==> src/rtl/uart_rx_fifo.sv <==
// UART receiver with start-glitch rejection, framing/overrun detection and a FWFT receive FIFO.
// Optional even-parity checking is enabled by defining UART_RX_PARITY_EN.
//
// state    | meaning
// ---------+-------------------------------------------------------------
// S_IDLE   | line idle, waiting for rxs low (start edge)
// S_START  | half-bit wait, then confirm start bit (reject glitch)
// S_DATA   | shifting DATA_BITS samples in, LSB first
// S_PARITY | sampling the parity bit (UART_RX_PARITY_EN only)
// S_STOP   | sampling the stop bit; good -> push, low -> framing error
// S_BREAK  | line held low after a bad stop bit; wait for it to rise
module uart_rx_fifo #(
  parameter int CLK_DIV    = 2604,
  parameter int DATA_BITS  = 8,
  parameter int FIFO_DEPTH = 4
) (
  input  logic                          clk,
  input  logic                          rst_n,
  input  logic                          RX,
  input  logic                          rd_en,
  input  logic                          clr_err,
  output logic [DATA_BITS-1:0]          rx_data,
  output logic                          rdy,
  output logic [$clog2(FIFO_DEPTH):0]   count,
  output logic                          frm_err,
  output logic                          ovr_err
`ifdef UART_RX_PARITY_EN
  ,
  output logic                          par_err
`endif
);

  localparam int               AW       = $clog2(FIFO_DEPTH);
  localparam logic [11:0]      HALF_LD  = 12'(CLK_DIV / 2);
  // Reload one short so consecutive samples land exactly CLK_DIV clocks apart.
  localparam logic [11:0]      BIT_LD   = 12'(CLK_DIV - 1);
  localparam logic [3:0]       LAST_BIT = 4'(DATA_BITS - 1);
  localparam logic [AW-1:0]    PTR_ONE  = AW'(1);
  localparam logic [AW:0]      CNT_ONE  = (AW+1)'(1);
  localparam logic [AW:0]      CNT_FULL = (AW+1)'(FIFO_DEPTH);

  typedef enum logic [2:0] {
    S_IDLE,
    S_START,
    S_DATA,
`ifdef UART_RX_PARITY_EN
    S_PARITY,
`endif
    S_STOP,
    S_BREAK
  } state_t;

  logic                 rx_meta_q, rxs_q;
  state_t               state_q, state_d;
  logic [11:0]          baud_q, baud_d;
  logic [3:0]           bit_q, bit_d;
  logic [DATA_BITS-1:0] shift_q, shift_d;
  logic                 push_q, push_d;
  logic                 frm_q, frm_d, frm_set;
  logic                 ovr_q, ovr_d, ovr_set;
  logic [DATA_BITS-1:0] mem_q [FIFO_DEPTH];
  logic [DATA_BITS-1:0] mem_d [FIFO_DEPTH];
  logic [AW-1:0]        wr_q, wr_d, rd_q, rd_d;
  logic [AW:0]          cnt_q, cnt_d;
  logic                 sample, full, empty, pop, wr_en;
`ifdef UART_RX_PARITY_EN
  logic                 par_acc_q, par_acc_d;
  logic                 par_q, par_d, par_set;
`endif

  assign sample = (baud_q == 12'd0);

  always_comb begin
    state_d = state_q;
    baud_d  = baud_q - 12'd1;
    bit_d   = bit_q;
    shift_d = shift_q;
    push_d  = 1'b0;
    frm_set = 1'b0;
`ifdef UART_RX_PARITY_EN
    par_acc_d = par_acc_q;
    par_set   = 1'b0;
`endif
    case (state_q)
      S_IDLE: begin
        if (!rxs_q) begin
          state_d = S_START;
          baud_d  = HALF_LD;
        end
      end
      S_START: begin
        if (sample) begin
          baud_d = BIT_LD;
          if (rxs_q) begin
            state_d = S_IDLE;
          end else begin
            state_d = S_DATA;
            bit_d   = 4'd0;
`ifdef UART_RX_PARITY_EN
            par_acc_d = 1'b0;
`endif
          end
        end
      end
      S_DATA: begin
        if (sample) begin
          baud_d  = BIT_LD;
          shift_d = {rxs_q, shift_q[DATA_BITS-1:1]};
          bit_d   = bit_q + 4'd1;
`ifdef UART_RX_PARITY_EN
          par_acc_d = par_acc_q ^ rxs_q;
          if (bit_q == LAST_BIT) state_d = S_PARITY;
`else
          if (bit_q == LAST_BIT) state_d = S_STOP;
`endif
        end
      end
`ifdef UART_RX_PARITY_EN
      S_PARITY: begin
        if (sample) begin
          baud_d  = BIT_LD;
          par_set = par_acc_q ^ rxs_q;
          state_d = S_STOP;
        end
      end
`endif
      S_STOP: begin
        if (sample) begin
          baud_d = BIT_LD;
          if (rxs_q) begin
            push_d  = 1'b1;
            state_d = S_IDLE;
          end else begin
            frm_set = 1'b1;
            state_d = S_BREAK;
          end
        end
      end
      S_BREAK: begin
        if (rxs_q) state_d = S_IDLE;
      end
      default: state_d = S_IDLE;
    endcase
  end

  // The frame sits in shift_q during the push cycle; the next data sample is far away.
  always_comb begin
    full    = (cnt_q == CNT_FULL);
    empty   = (cnt_q == '0);
    pop     = rd_en && !empty;
    wr_en   = push_q && (!full || pop);
    ovr_set = push_q && full && !pop;
    mem_d   = mem_q;
    wr_d    = wr_q;
    rd_d    = rd_q;
    cnt_d   = cnt_q;
    if (wr_en) begin
      mem_d[wr_q] = shift_q;
      wr_d        = wr_q + PTR_ONE;
    end
    if (pop) rd_d = rd_q + PTR_ONE;
    case ({wr_en, pop})
      2'b10:   cnt_d = cnt_q + CNT_ONE;
      2'b01:   cnt_d = cnt_q - CNT_ONE;
      default: cnt_d = cnt_q;
    endcase
    frm_d = frm_set | (frm_q & ~clr_err);
    ovr_d = ovr_set | (ovr_q & ~clr_err);
`ifdef UART_RX_PARITY_EN
    par_d = par_set | (par_q & ~clr_err);
`endif
  end

  always_ff @(posedge clk or negedge rst_n) begin
    if (!rst_n) begin
      rx_meta_q <= 1'b1;
      rxs_q     <= 1'b1;
      state_q   <= S_IDLE;
      baud_q    <= '0;
      bit_q     <= '0;
      shift_q   <= '0;
      push_q    <= 1'b0;
      frm_q     <= 1'b0;
      ovr_q     <= 1'b0;
      wr_q      <= '0;
      rd_q      <= '0;
      cnt_q     <= '0;
      for (int i = 0; i < FIFO_DEPTH; i++) mem_q[i] <= '0;
`ifdef UART_RX_PARITY_EN
      par_acc_q <= 1'b0;
      par_q     <= 1'b0;
`endif
    end else begin
      rx_meta_q <= RX;
      rxs_q     <= rx_meta_q;
      state_q   <= state_d;
      baud_q    <= baud_d;
      bit_q     <= bit_d;
      shift_q   <= shift_d;
      push_q    <= push_d;
      frm_q     <= frm_d;
      ovr_q     <= ovr_d;
      wr_q      <= wr_d;
      rd_q      <= rd_d;
      cnt_q     <= cnt_d;
      mem_q     <= mem_d;
`ifdef UART_RX_PARITY_EN
      par_acc_q <= par_acc_d;
      par_q     <= par_d;
`endif
    end
  end

  assign rx_data = empty ? '0 : mem_q[rd_q];
  assign rdy     = !empty;
  assign count   = cnt_q;
  assign frm_err = frm_q;
  assign ovr_err = ovr_q;
`ifdef UART_RX_PARITY_EN
  assign par_err = par_q;
`endif

endmodule
==> config.mk <==
export PLATFORM = sky130hd
export DESIGN_NAME = uart_rx_fifo
export DESIGN_NICKNAME = d
export VERILOG_FILES = /design/src/rtl/uart_rx_fifo.sv
export SDC_FILE = /design/constraint.sdc
export NUM_CORES = 1
export LEC_CHECK = 0
export CAP_MARGIN = 20
export CORE_MARGIN = 5
export CORE_UTILIZATION = 40
export CTS_CLUSTER_DIAMETER = 200
export DETAILED_ROUTE_END_ITERATION = 8
export PLACE_DENSITY = 0.55
export SKIP_LAST_GASP = 1
export SYNTH_ARGS = -nofsm -noshare
export SYNTH_HDL_FRONTEND = slang
export SYNTH_SLANG_ARGS = --single-unit
export TNS_END_PERCENT = 50
==> constraint.sdc <==
create_clock -name clk -period 6.47 [get_ports clk]
set_input_delay 0.9705 -clock clk [delete_from_list [all_inputs] [get_ports clk]]
set_output_delay 0.9705 -clock clk [all_outputs]
set_load 0.01 [all_outputs]
==> results <==
- The flow ran to the end, and the final reports show no timing, DRC or antenna violations.
- Averaged over all synthesized cells, the footprint is 13.1 µm².
- Synthesis inferred 71 register bits.
- The critical path class is register to output pin.
- The signal on the critical path passes through mux4_2, and2_1, clkdlybuf4s50_1.
- The sequential share of power is 55.6%.
- In this run the cell area of the synthesized design comes to 3320 µm².
- The cell sitting at the root of the clock tree is a sky130_fd_sc_hd__clkbuf_8.
- The placement-stage worst setup slack is 3.30 ns.
- Across the run, the number of max-cap violations was 0.
- The leading cell type in the layout, fill and taps excluded is sky130_fd_sc_hd__dfrtp_1.
- The detailed placer's ending HPWL is 3.83 mm.
- The remaining antenna violation count after routing is 0.
- The synthesized design devotes to its leading area cell type 52.1% of total area.
- Entering global routing, the biggest net connects 72 pins.
- The tightest hold margin is 0.357 ns.
- Fill cells in the final layout number 727.
- The number of antenna violations at the first check in global routing came to 0.
- For the worst setup path, the data arrival time is 2.31 ns.
- The via count of the first global-routing pass is 1982.
- The power per cell area is 212 nW/µm².
- The initial utilization of the core area, before any placement, comes to 40.8%.
- The wire length after detailed routing is 5.94 mm.
- The number of warnings issued by yosys is 0.
- The routed layout has 1952 vias.
- The count of instances resized after the clock tree is built is 0.
- The depth of the CTS H-tree is 3.
- The number of buffers added on ports is 18.
- The startpoint of the most critical setup path is rd_q[0].
- Relative to the synthesized area, the layout overhead comes to 14.3%.
- Setup total negative slack on the finished layout was measured at 0 ns.
- The weighted congestion reported at the end of routability-driven placement is 0.761.
- The first-pass GRT wire length is 10.1 mm.
- The switching power is 0.000167 W.
- The number of buffers and inverters on the critical path is 1.
- The tightest min-delay check is of the register to register type.
- The full die area is 10200 µm².
- The slowest library cell on the worst path is sky130_fd_sc_hd__dfrtp_1.
- At the later pin of the worst-skew pair, clock insertion delay measures 0.34 ns.
- The largest single stage delay on the critical path is 0.74 ns.
- Setup slack closes at 3.19 ns.
- The start point of the worst min-delay path is rx_meta_q.
- In this run the tightest slew margin relative to its limit is 40.4%.
- The share of the Yosys chip area taken by registers is 53.7%.
- The power share of the combinational group is 1.5%.
- The power consumption is 0.000801 W.
- In this run the post-CTS setup repair buffer count came out at 0.
- Summing all placed instances gives a cell area of 3600 µm².
- The post-route fraction of the period consumed by the critical path is 50.7%.
- Synthesis produced a netlist whose cell count is 253.
- Counting I/O delays and the setup requirement, the final critical path takes 3.28 ns.
- The share of layout cells above drive strength 1 is 26.4%.
- When the netlist entered floorplanning its net count stood at 267.
- Global routing consumed, over all layers together, 13.0% of the routing resources.
- After routing the design area is 3790 µm².
- Leaving out fill and tap cells, the most frequent cells in the layout are sky130_fd_sc_hd__dfrtp_1, sky130_fd_sc_hd__mux2_2, sky130_fd_sc_hd__clkdlybuf4s50_1.
- The hold violation count in the final report is 0.
- In the post-synthesis netlist, the biggest area contributors are sky130_fd_sc_hd__dfrtp_1, sky130_fd_sc_hd__mux2_2, sky130_fd_sc_hd__mux4_2.
- Clock-pin slew was measured on the worst setup and hold paths at 0.07 ns.
- TritonCTS built the clock tree.
- Per report_power, the clock group accounts for 42.9% of the total.
- In this run the worst path has a maximum fanout of 10.
- The number of antenna diodes in the final layout is 0.
- IR analysis of the VDD net gives a maximum drop of 0.125 mV.
- The maximum buffer depth of the clock tree is 2.
- Summed over all cells, the static leakage comes to 1.76 nW.
- For this run, the top clock speed supported by timing is 305 MHz.
- The hold-fix buffer count after cts is 0.
- Setup repair after global routing left no endpoint under its margin.
- Counting distinct cell types in the post-synthesis netlist gives 40.
- In the final routed layout, each cell accounts on average for 15.4 µm.
- The number of DRC violations after detailed routing is 0.
- The total number of clock tree sinks is 71.
- The overall die width is 101 µm.
- The beginning of the worst register-to-register path is count[0].
- The total setup violations reported at the end of the flow is 0.
- The max-slew violation total from the final report is 0.
- The internal portion of the total power is 0.000634 W.
- The total core area is 8130 µm².
- The number of placed I/O pins is 19.
- STA classifies the critical path startpoint as a register.
- The required time at the endpoint of the critical path is 5.50 ns.
- The count of standard-cell rows is 33.
- For the pin with the worst max-slew slack, the measured transition is 0.885 ns.
- The synthesized design spends more area on one cell type than any other, namely sky130_fd_sc_hd__dfrtp_1.
- For this block, the initial DRC count from the detailed router was 50.
- The TritonCTS buffer count is 9.
- The maximum clock skew at final layout is 0.00840 ns.
- Of the total power, the share spent switching nets is 20.8%.
- The kind of cell adding the most delay to the critical path is flip-flops.
- In the final design database the tool counted 289 nets.
- The type of destination of the critical path is an output pin.
- The final global-route overflow total is 0.
- The die height is 101 µm.
- In the routed layout, each cell is associated on average with a via count of 5.07.
- The count of TritonRoute iterations in the first routing pass is 4.
metrics by stage:
stage          cells  util (%)
2_1_floorplan    253         -
3_3_place_gp     369      44.2
3_5_place_dp     369      44.2
4_1_cts          385      46.6
5_1_grt          385      46.6
6_report         385      46.6
cell families (layout without fill, tap and decap cells):
logic type	count (synthesis)	in the layout	share of synthesized area [%]
XOR/XNOR	16	16	4.23
adder cells (fa/ha/maj)	9	9	3.62
multiplexers	49	49	19.3
AO/OA/AOI/OAI	22	22	4.04
buffers and inverters	20	47	2.30
flip-flops	71	71	53.7
AND/OR/NAND/NOR	66	66	12.8
power by group through the flow:
| stage | sequential [W] | combinational [W] | clock, W |
|---|---|---|---|
| after floorplan | 0.000454 | 0.000000803 | 0 |
| after global placement | 0.000454 | 0.0000127 | 0 |
| after detailed placement | 0.000454 | 0.0000126 | 0 |
| after CTS | 0.000445 | 0.0000126 | 0.000358 |
| after global routing | 0.000445 | 0.0000141 | 0.000375 |
| final | 0.000446 | 0.0000117 | 0.000344 |
worst register-to-register path, delay by kind of cell, from the launching register on:
family,cells,cell delay (ns)
buffers and inverters,2,0.15
and+or+nand+nor,3,0.76
adders and majority gates,2,0.54
DFF,1,0.44
xor gates and xnor gates,2,0.30
synthesized netlist by cell type, drive strengths merged:
master  number
nand2       14
nand4b       2
mux4         8
nor3b        5
a21oi        8
and4b        2
inv         12
o31a         1
ha           8
xor2         9
a211oi       2
nand4        2
a211o        1
mux2i        1
mux2        40
clkbuf       7
dfrtp       69
and2         9
nor4         3
or3          5
fa           1
a22o         2
nor3         6
o22ai        1
nand3b       1
nor4b        2
nand2b       1
nand3        4
buf          1
o21ai        7
xnor2        7
nor2b        3
nor2         7
dfstp        2
per-layer routing:
layer	routed length (µm)	share of wire (%)	GRT usage, %
met1	2800	47	16.9
met2	2890	49	20.5
met3	185	3.1	4.57
met4	65	1.1	3.99
met5	0	0	0
registers in the layout (all words and copies together) (netlist names):
name       cells
mem_q         32
baud_q        12
shift_q        8
bit_q          4
count          3
state_q        3
rd_q           2
wr_q           2
frm_err        1
ovr_err        1
push_q         1
rx_meta_q      1
rxs_q          1
layout make-up:
class | count | area, µm² | area share (%)
sequential | 71 | 1780 | 47.0
timing repair buffer | 19 | 183 | 4.82
multi-input combinational | 162 | 1460 | 38.5
clock buffer | 12 | 145 | 3.83
tap | 105 | 131 | 3.47
clock inverter | 4 | 45.0 | 1.19
inverter | 12 | 45.0 | 1.19
worst paths after layout:
kind                              end  slack (ns)  cells after the start
min reg2reg                     rxs_q        0.36                      0
max in group asynchronous   mem_q[30]        5.06                      2
max reg2reg                  count[2]        4.21                      9
max                        rx_data[5]        3.19                      3
min in group asynchronous   mem_q[11]        0.83                      2
min                             rxs_q        0.36                      0
No activity file was read; power rests on OpenSTA's default activity.
